<file path="config.mk">
export PLATFORM = sky130hd
export DESIGN_NAME = s_imm_encoder
export DESIGN_NICKNAME = d
export VERILOG_FILES = /design/src/rtl/rv_isa_pkg.sv /design/src/rtl/s_imm_split.sv /design/src/rtl/s_imm_encoder.sv
export SDC_FILE = /design/constraint.sdc
export NUM_CORES = 1
export LEC_CHECK = 0
export BUFFER_PORTS_ARGS = -buffer_cell sky130_fd_sc_hd__clkbuf_2
export CAP_MARGIN = 40
export CORE_ASPECT_RATIO = 0.75
export CORE_UTILIZATION = 44
export CTS_CLUSTER_DIAMETER = 120
export CTS_CLUSTER_SIZE = 16
export DETAILED_ROUTE_END_ITERATION = 7
export PLACE_DENSITY = 0.76
export SYNTH_ARGS = -nofsm -noshare
export SYNTH_HDL_FRONTEND = slang
export SYNTH_SLANG_ARGS = --single-unit
</file>
<file path="constraint.sdc">
create_clock -name clk -period 1.79 [get_ports clk]
set_input_delay 0.537 -clock clk [delete_from_list [all_inputs] [get_ports clk]]
set_output_delay 0.537 -clock clk [all_outputs]
set_load 0.05 [all_outputs]
</file>
<file path="src/rtl/rv_isa_pkg.sv">
// RV32 store-instruction constants and the packed S-type word layout shared by
// the instruction-generator blocks.
package rv_isa_pkg;

    localparam logic [6:0] OP_STORE = 7'b0100011;

    localparam logic [2:0] F3_SB = 3'b000;
    localparam logic [2:0] F3_SH = 3'b001;
    localparam logic [2:0] F3_SW = 3'b010;

    localparam int IMM_HI_MSB = 31;
    localparam int IMM_HI_LSB = 25;
    localparam int RS2_MSB    = 24;
    localparam int RS2_LSB    = 20;
    localparam int RS1_MSB    = 19;
    localparam int RS1_LSB    = 15;
    localparam int F3_MSB     = 14;
    localparam int F3_LSB     = 12;
    localparam int IMM_LO_MSB = 11;
    localparam int IMM_LO_LSB = 7;

    // Field order matches the bit positions above, MSB first.
    typedef struct packed {
        logic [6:0] imm_hi;
        logic [4:0] rs2;
        logic [4:0] rs1;
        logic [2:0] funct3;
        logic [4:0] imm_lo;
        logic [6:0] opcode;
    } s_word_t;

    function automatic logic f3_is_store(input logic [2:0] f3);
        return (f3 == F3_SB) || (f3 == F3_SH) || (f3 == F3_SW);
    endfunction

endpackage

</file>
<file path="src/rtl/s_imm_split.sv">
// Splits a 32-bit signed byte offset into the S-type immediate fields and flags
// offsets that do not fit a 12-bit signed immediate.
module s_imm_split (
    input  logic [31:0] offset,
    output logic [6:0]  imm_hi,
    output logic [4:0]  imm_lo,
    output logic        range_err
);

    assign imm_hi = offset[11:5];
    assign imm_lo = offset[4:0];

    // In range only when bits 31:11 are a pure sign extension of bit 11.
    assign range_err = ~((&offset[31:11]) | ~(|offset[31:11]));

endmodule

</file>
<file path="src/rtl/s_imm_encoder.sv">
// Two-stage valid/ready store-word encoder: S1 splits and checks the offset,
// S2 holds the assembled S-type word until downstream accepts it.
module s_imm_encoder
    import rv_isa_pkg::*;
#(
    parameter logic [6:0] OPCODE = OP_STORE,
    parameter int         CNT_W  = 16
) (
    input  logic             clk,
    input  logic             rst_n,
    input  logic             in_valid,
    output logic             in_ready,
    input  logic [31:0]      offset,
    input  logic [4:0]       rs1,
    input  logic [4:0]       rs2,
    input  logic [2:0]       funct3,
    output logic             out_valid,
    input  logic             out_ready,
    output logic [31:0]      instr,
    output logic [6:0]       imm7b,
    output logic [4:0]       imm5b,
    output logic [1:0]       err,
    output logic [CNT_W-1:0] word_cnt
);

    logic [6:0]       w_imm_hi;
    logic [4:0]       w_imm_lo;
    logic             w_range_err;
    logic             w_s1_load;
    logic             w_s2_load;
    s_word_t          w_word;

    logic             r_s1_v;
    logic [6:0]       r_s1_imm_hi;
    logic [4:0]       r_s1_imm_lo;
    logic [4:0]       r_s1_rs1;
    logic [4:0]       r_s1_rs2;
    logic [2:0]       r_s1_f3;
    logic [1:0]       r_s1_err;

    logic             r_s2_v;
    logic [31:0]      r_instr;
    logic [6:0]       r_imm7b;
    logic [4:0]       r_imm5b;
    logic [1:0]       r_err;
    logic [CNT_W-1:0] r_word_cnt;

    s_imm_split u_split (
        .offset    (offset),
        .imm_hi    (w_imm_hi),
        .imm_lo    (w_imm_lo),
        .range_err (w_range_err)
    );

    // in_ready looks through S2 so a full pipe can still stream at one word per cycle.
    assign w_s2_load = r_s1_v & (~r_s2_v | out_ready);
    assign in_ready  = ~r_s1_v | w_s2_load;
    assign w_s1_load = in_valid & in_ready;

    always_ff @(posedge clk) begin
        if (!rst_n) begin
            r_s1_v      <= 1'b0;
            r_s1_imm_hi <= '0;
            r_s1_imm_lo <= '0;
            r_s1_rs1    <= '0;
            r_s1_rs2    <= '0;
            r_s1_f3     <= '0;
            r_s1_err    <= '0;
        end else begin
            if (w_s1_load) begin
                r_s1_v      <= 1'b1;
                r_s1_imm_hi <= w_imm_hi;
                r_s1_imm_lo <= w_imm_lo;
                r_s1_rs1    <= rs1;
                r_s1_rs2    <= rs2;
                r_s1_f3     <= funct3;
                r_s1_err    <= {~f3_is_store(funct3), w_range_err};
            end else if (w_s2_load) begin
                r_s1_v <= 1'b0;
            end
        end
    end

    always_comb begin
        w_word        = '0;
        w_word.imm_hi = r_s1_imm_hi;
        w_word.rs2    = r_s1_rs2;
        w_word.rs1    = r_s1_rs1;
        w_word.funct3 = r_s1_f3;
        w_word.imm_lo = r_s1_imm_lo;
        w_word.opcode = OPCODE;
    end

    always_ff @(posedge clk) begin
        if (!rst_n) begin
            r_s2_v     <= 1'b0;
            r_instr    <= '0;
            r_imm7b    <= '0;
            r_imm5b    <= '0;
            r_err      <= '0;
            r_word_cnt <= '0;
        end else begin
            if (w_s2_load) begin
                r_s2_v  <= 1'b1;
                r_instr <= w_word;
                r_imm7b <= r_s1_imm_hi;
                r_imm5b <= r_s1_imm_lo;
                r_err   <= r_s1_err;
            end else if (out_ready) begin
                r_s2_v <= 1'b0;
            end
            // Saturating: error words are still handed off and therefore counted.
            if (r_s2_v && out_ready && (r_word_cnt != '1)) begin
                r_word_cnt <= r_word_cnt + CNT_W'(1);
            end
        end
    end

    assign out_valid = r_s2_v;
    assign instr     = r_instr;
    assign imm7b     = r_imm7b;
    assign imm5b     = r_imm5b;
    assign err       = r_err;
    assign word_cnt  = r_word_cnt;

endmodule

</file>
Word-level counts from Yosys, hierarchy flattened:

Index checks and enable logic that the tools add are counted.

* register bits after elaboration: 87
* input bits: 49
* output and inout bits: 64
* logic and storage cells: 40

* add/subtract/negate cells: 1
* eq/ne operators: 3
* muxes and demuxes: 4
* bitwise logic cells: 10
* reduce and logical (&&, ||, !) cells: 9

Operators with widths (number)
* 21-bit AND reduction: 1
* 21-bit OR reduction: 1
* 16-bit by 1-bit adder with 16-bit output (second input constant): 1
* 16-bit != test (second input constant): 1
* 1-bit inverter: 5
* 1-bit two-way mux: 4
* 2-bit nonzero test: 2
* 3-bit by 1-bit == test with 1-bit output (second input constant): 1
* 3-bit by 2-bit == test with 1-bit output (second input constant): 1
* 3-bit logical NOT: 1
* 1-bit bitwise OR: 3
* 1-bit AND: 2
* 1-bit logical AND: 2
* 1-bit logical OR: 2

Longest topological paths before layout:

* depth in word-level cells: 6
* gate-level depth with buffers: 6
* gate-level depth less buffers: 5

Cells and area by module:

From an unflattened synthesis, not the netlist that was laid out.

* cell total of the unflattened synthesis: 386
* area total of the unflattened synthesis: 3103.0 um^2

By module, submodules not included
* s_imm_encoder: times used 1, cells each 359, area each 2916.5 um^2, seq. area each 1461.4 um^2
* s_imm_split: times used 1, cells each 27, area each 186.4 um^2, seq. area each 0.0 um^2

Worst setup path before layout:

OpenSTA, ideal clock, no wires.

* path kind: register to register
* start point: register r_s2_v (netlist: out_valid)
* end point: register r_s1_imm_hi[1]
* setup time: 70 ps
* data arrival time: 2144 ps
* slack: -425 ps
* stages on the path, launching flop included: 6
* buffers on the path: 1
* clock period less this slack: 2215 ps
* path through: dfxtp_1 -> nand3b_1 -> nand2_1 -> clkbuf_1 -> nand2_1 -> a21oi_1

* cells in the longest elaborated chain, start to end: 5

RTL lines
* start: declaration: line s_imm_encoder.sv:41 `logic r_s2_v;`
* start signal: assignment: line s_imm_encoder.sv:96 `r_s2_v <= 1'b0;`
* start signal: assignment: line s_imm_encoder.sv:104 `r_s2_v <= 1'b1;`
* start signal: assignment: line s_imm_encoder.sv:110 `r_s2_v <= 1'b0;`
* 1-bit inverter: line s_imm_encoder.sv:56 `assign w_s2_load = r_s1_v & (~r_s2_v | out_ready);`
* 1-bit bitwise OR: line s_imm_encoder.sv:56
* 1-bit AND: line s_imm_encoder.sv:56
* 1-bit bitwise OR: line s_imm_encoder.sv:57 `assign in_ready = ~r_s1_v | w_s2_load;`
* named net in_ready: line s_imm_encoder.sv:12 `output logic in_ready,`
* 1-bit AND: line s_imm_encoder.sv:58 `assign w_s1_load = in_valid & in_ready;`
* end signal: assignment: line s_imm_encoder.sv:72 `r_s1_imm_hi <= w_imm_hi;`
* end: declaration: line s_imm_encoder.sv:34 `logic [6:0] r_s1_imm_hi;`

The timed path passes the listed nets, and every way through them passes these cells.
A chain may end at the register's enable or synchronous reset.

Final worst setup path:

* start point: register r_s1_v
* end point: output port in_ready

* cells in the longest elaborated chain, start to end: 2
* elaborated cells on any way between the ends: 3

RTL lines
* start: declaration: line s_imm_encoder.sv:33 `logic r_s1_v;`
* start signal: assignment: line s_imm_encoder.sv:62 `r_s1_v <= 1'b0;`
* start signal: assignment: line s_imm_encoder.sv:71 `r_s1_v <= 1'b1;`
* start signal: assignment: line s_imm_encoder.sv:79 `r_s1_v <= 1'b0;`
* 1-bit AND or 1-bit inverter (tied branches): line s_imm_encoder.sv:56, s_imm_encoder.sv:57
* 1-bit bitwise OR (*): line s_imm_encoder.sv:57
* end: declaration: line s_imm_encoder.sv:12

Mark *: on every way between the ends. The rest lies on a longest branch, timed or not.

==> metrics.log <==
INFO  metric cts_buffers = 9
INFO  metric maximum_fanout_along_the_worst_path = 4
INFO  metric most-common-layout-cells = sky130_fd_sc_hd__nand2_1, sky130_fd_sc_hd__clkbuf_2, sky130_fd_sc_hd__a21oi_1, sky130_fd_sc_hd__dfxtp_1, sky130_fd_sc_hd__dfxtp_2
INFO  metric slowest_stage = sky130_fd_sc_hd__dfxtp_1
INFO  metric drc = 14
INFO  metric die_width = 97.7 µm
INFO  metric required = around 1300 ps
INFO  metric fp.dieH = between 70 and 80 µm
INFO  metric layout-area-overhead-vs-synth = 28.3%
INFO  metric groute.layer.met1.usage = 0.258
INFO  metric design.core.area = ~6500 µm²
INFO  metric clockRootBuffer = sky130_fd_sc_hd__clkbuf_8
INFO  metric initialDrtViolationCount = around 150
INFO  metric met2_usage_grt = 0.340
INFO  metric synthDominantAreaCellType = sky130_fd_sc_hd__dfxtp_1
INFO  metric cellLeakagePower = 1.65 nW
INFO  metric finalSetupViolCount = 0
INFO  metric io_buffers = around 110
INFO  metric gp_routability_congestion = 0.881
INFO  metric dr_pass1_iterations = 7
INFO  metric dominantRegCellSynth = sky130_fd_sc_hd__dfxtp_1
INFO  metric ys_top_cells_by_area = sky130_fd_sc_hd__dfxtp_1, sky130_fd_sc_hd__nand2_1, sky130_fd_sc_hd__a21oi_1
INFO  metric cts.sinks = 73
INFO  metric async_flop_share = 0
INFO  metric synth-warning-count = 0
INFO  metric placedCellCount = about 540
INFO  metric cts.path.max_buffers = 2
INFO  metric synth_sequential_area_ratio = 0.483
INFO  metric highest_attainable_clock_frequency = a little under 0.6 GHz
INFO  metric finalMaxSlewViolations = 0
INFO  metric finalInstanceArea = a little under 4000 µm²
INFO  metric count_of_flip_flops_with_a_built_in_enable_after_synthesis = 0
INFO  metric drt_wl_total = 6990 µm
INFO  metric cp_top_family = flip-flops
INFO  metric post-dp-hpwl = 5020 µm
INFO  metric post_route_cells_drive_above_1_share = 0.350
INFO  metric finClkSkew = around 8 ps
INFO  metric synth_cell_types = 46
INFO  metric grt_start_max_net_pins = between 40 and 50
INFO  metric wl_per_cell = between 10 and 15 µm
INFO  metric maxSlewHeadroom = 0.633
INFO  metric initial_core_utilization = 0.467
INFO  metric report.final.hold_viol_count = 0
INFO  metric vias = roughly 2900
INFO  metric synth_area_per_cell = a little over 8 µm²
INFO  metric insertedDiodeCount = 0
INFO  metric clock_latency = approximately 340 ps
INFO  metric drv.max_cap_violation_count = 0
INFO  metric grt_pass1_wl = between 10000 and 15000 µm
INFO  metric dpl_cell_area = between 3000 and 4000 µm²
INFO  metric crit_arrival = between 1000 and 1500 ps
INFO  metric htree_num_levels = 3
INFO  metric final_hold_slack = between 400 and 500 ps
INFO  metric grt_use_met3 = 0.0552
INFO  metric design.final.nets = 523
INFO  metric cell_area_after_technology_mapping = slightly above 3000 µm²
INFO  metric grt_busiest_layer = met2
INFO  metric criticalPathCategory = reg -> out
INFO  metric drtAntennaViolNets = 0
INFO  metric hold_path.class = in -> reg
INFO  metric pin_count = about 110
INFO  metric crit_chain = nand3b_1, clkbuf_2
INFO  metric worst-slew-pin-transition = roughly 540 ps
INFO  metric irDropWorstVdd = about 0.57 mV
INFO  metric cts_hold_buffers = 0
INFO  metric grt_overflow = 0
INFO  metric fin_crit_sh = 0.950
INFO  metric cpPeakStageDelay = between 300 and 400 ps
INFO  metric floorplan.die_area = ~7000 µm²
INFO  metric status = finished with violations
INFO  metric layout.cells.most_common = sky130_fd_sc_hd__nand2_1
INFO  metric failing_checks = DRC
INFO  metric grt_use_total = 0.203
INFO  metric power.total = ~0.0036 W
INFO  metric syn-instance-count = approximately 370
INFO  metric number_of_global_route_vias_before_repair = around 2600
INFO  metric worstSetupEndpointType = output pin
INFO  metric tritoncts = yes
INFO  metric crit_buf_inv = 1
INFO  metric synth_top_cell_area_share = 0.483
INFO  metric floorplan.rows = 25
INFO  metric initial_antenna_violation_count = 0
INFO  metric cts.reportedPaths.clkPinSlew = around 80 ps
INFO  metric setup.reg_to_reg.worst_slack = roughly 110 ps
INFO  metric finalNonFillerCells = approximately 560
INFO  metric power.density = between 900 and 1000 nW/µm²
INFO  metric ys_ff_latch = 73
INFO  metric unrepaired_setup_endpoints_after_global_routing = no
INFO  metric crit_path_start_kind = flip-flop
INFO  metric layout_min_cycle_time = approximately 1700 ps
INFO  metric viasPerCell = between 5 and 6
[area by class of cell]
class | count | area, µm²
fill | 606 | 2590
sequential | 73 | 1490
multi-input combinational | 261 | 1350
timing repair buffer | 122 | 683
clock buffer | 11 | 163
tap | 81 | 101
clock inverter | 4 | 73.8
inverter | 6 | 22.5
[report_power, final]
part	switching (W)	internal (W)	total, W
logic	0.000267	0.000120	0.000387
registers	0.0000327	0.00168	0.00171
clock network	0.000582	0.000900	0.00148
total	0.000881	0.00270	0.00358
[what timing repair did]
action,4_1_cts,5_1_grt
gates resized for setup,0,2
setup buffers,0,1
setup endpoints to repair,0,11
endpoints found under the hold margin,0,0
[final timing paths]
check | start | to | cells after the start
hold / removal | rs1[4] | r_s1_rs1[4]$_SDFFE_PN0P_ | 3
hold reg to reg | r_s1_err[1]$_SDFFE_PN0P_ | err[1]$_SDFFE_PN0P_ | 2
setup / recovery | r_s1_v$_SDFFE_PN0P_ | in_ready | 2
setup reg to reg | word_cnt[0]$_SDFFE_PN0P_ | word_cnt[13]$_SDFFE_PN0P_ | 6
[cell families (layout without fill, tap and decap cells)]
| family | after synthesis | in the layout | synth area share |
|---|---|---|---|
| adder cells (fa/ha/maj) | 1 | 1 | 0.00414 |
| flip-flops | 73 | 73 | 0.483 |
| AND/OR/NAND/NOR | 171 | 171 | 0.272 |
| buffers and inverters | 43 | 143 | 0.0803 |
| AO/OA/AOI/OAI | 83 | 83 | 0.153 |
| XOR/XNOR | 2 | 2 | 0.00579 |
| other | 1 | 4 | 0.00124 |
[registers in the layout, indices dropped and copies added, names as in the netlist, 2 cells and up]
name and flops:
imm7b 7, err 2, r_s1_imm_lo 5, instr 15, r_s1_err 2, word_cnt 16
r_s1_rs1 5, r_s1_rs2 5, imm5b 4, r_s1_imm_hi 7, r_s1_f3 3
[cells in the mapped netlist (2+ instances only)]
cell type	n
sky130_fd_sc_hd__a211oi_1	2
sky130_fd_sc_hd__a21oi_1	62
sky130_fd_sc_hd__and2_1	4
sky130_fd_sc_hd__and3_1	2
sky130_fd_sc_hd__and4_1	2
sky130_fd_sc_hd__buf_1	2
sky130_fd_sc_hd__buf_2	2
sky130_fd_sc_hd__buf_4	18
sky130_fd_sc_hd__clkbuf_1	13
sky130_fd_sc_hd__dfxtp_1	73
sky130_fd_sc_hd__inv_1	5
sky130_fd_sc_hd__nand2_1	113
sky130_fd_sc_hd__nand3_1	6
sky130_fd_sc_hd__nand3_2	2
sky130_fd_sc_hd__nand4_1	8
sky130_fd_sc_hd__nor2_1	6
sky130_fd_sc_hd__nor3_1	4
sky130_fd_sc_hd__nor4_1	6
sky130_fd_sc_hd__o21ai_0	6
sky130_fd_sc_hd__o31ai_1	3
sky130_fd_sc_hd__o41ai_1	3
sky130_fd_sc_hd__or3_2	3
sky130_fd_sc_hd__or4_1	6
[metal layers]
metal	vias to the layer above	part of all wire
met2	111	0.47
met3	8	0.065
met4	0	0.011
met1	1293	0.45
li1	1464	-
met5	-	0
[through the flow]
step	TNS [ps]	worst slack [ps]	util
after floorplan	-2390	-119	-
after global placement	0	28.8	0.560
after detailed placement	-92.3	-55.6	0.560
after CTS	0	47.2	0.597
after global routing	0	11.9	0.599
final	0	88.9	0.599
[tightest hold or removal path, stage by stage]
cell and delay [ps]:
sky130_fd_sc_hd__clkbuf_2 80, sky130_fd_sc_hd__nand2_1 50, sky130_fd_sc_hd__a21oi_1 50
Power figures use the tool's default switching activity.
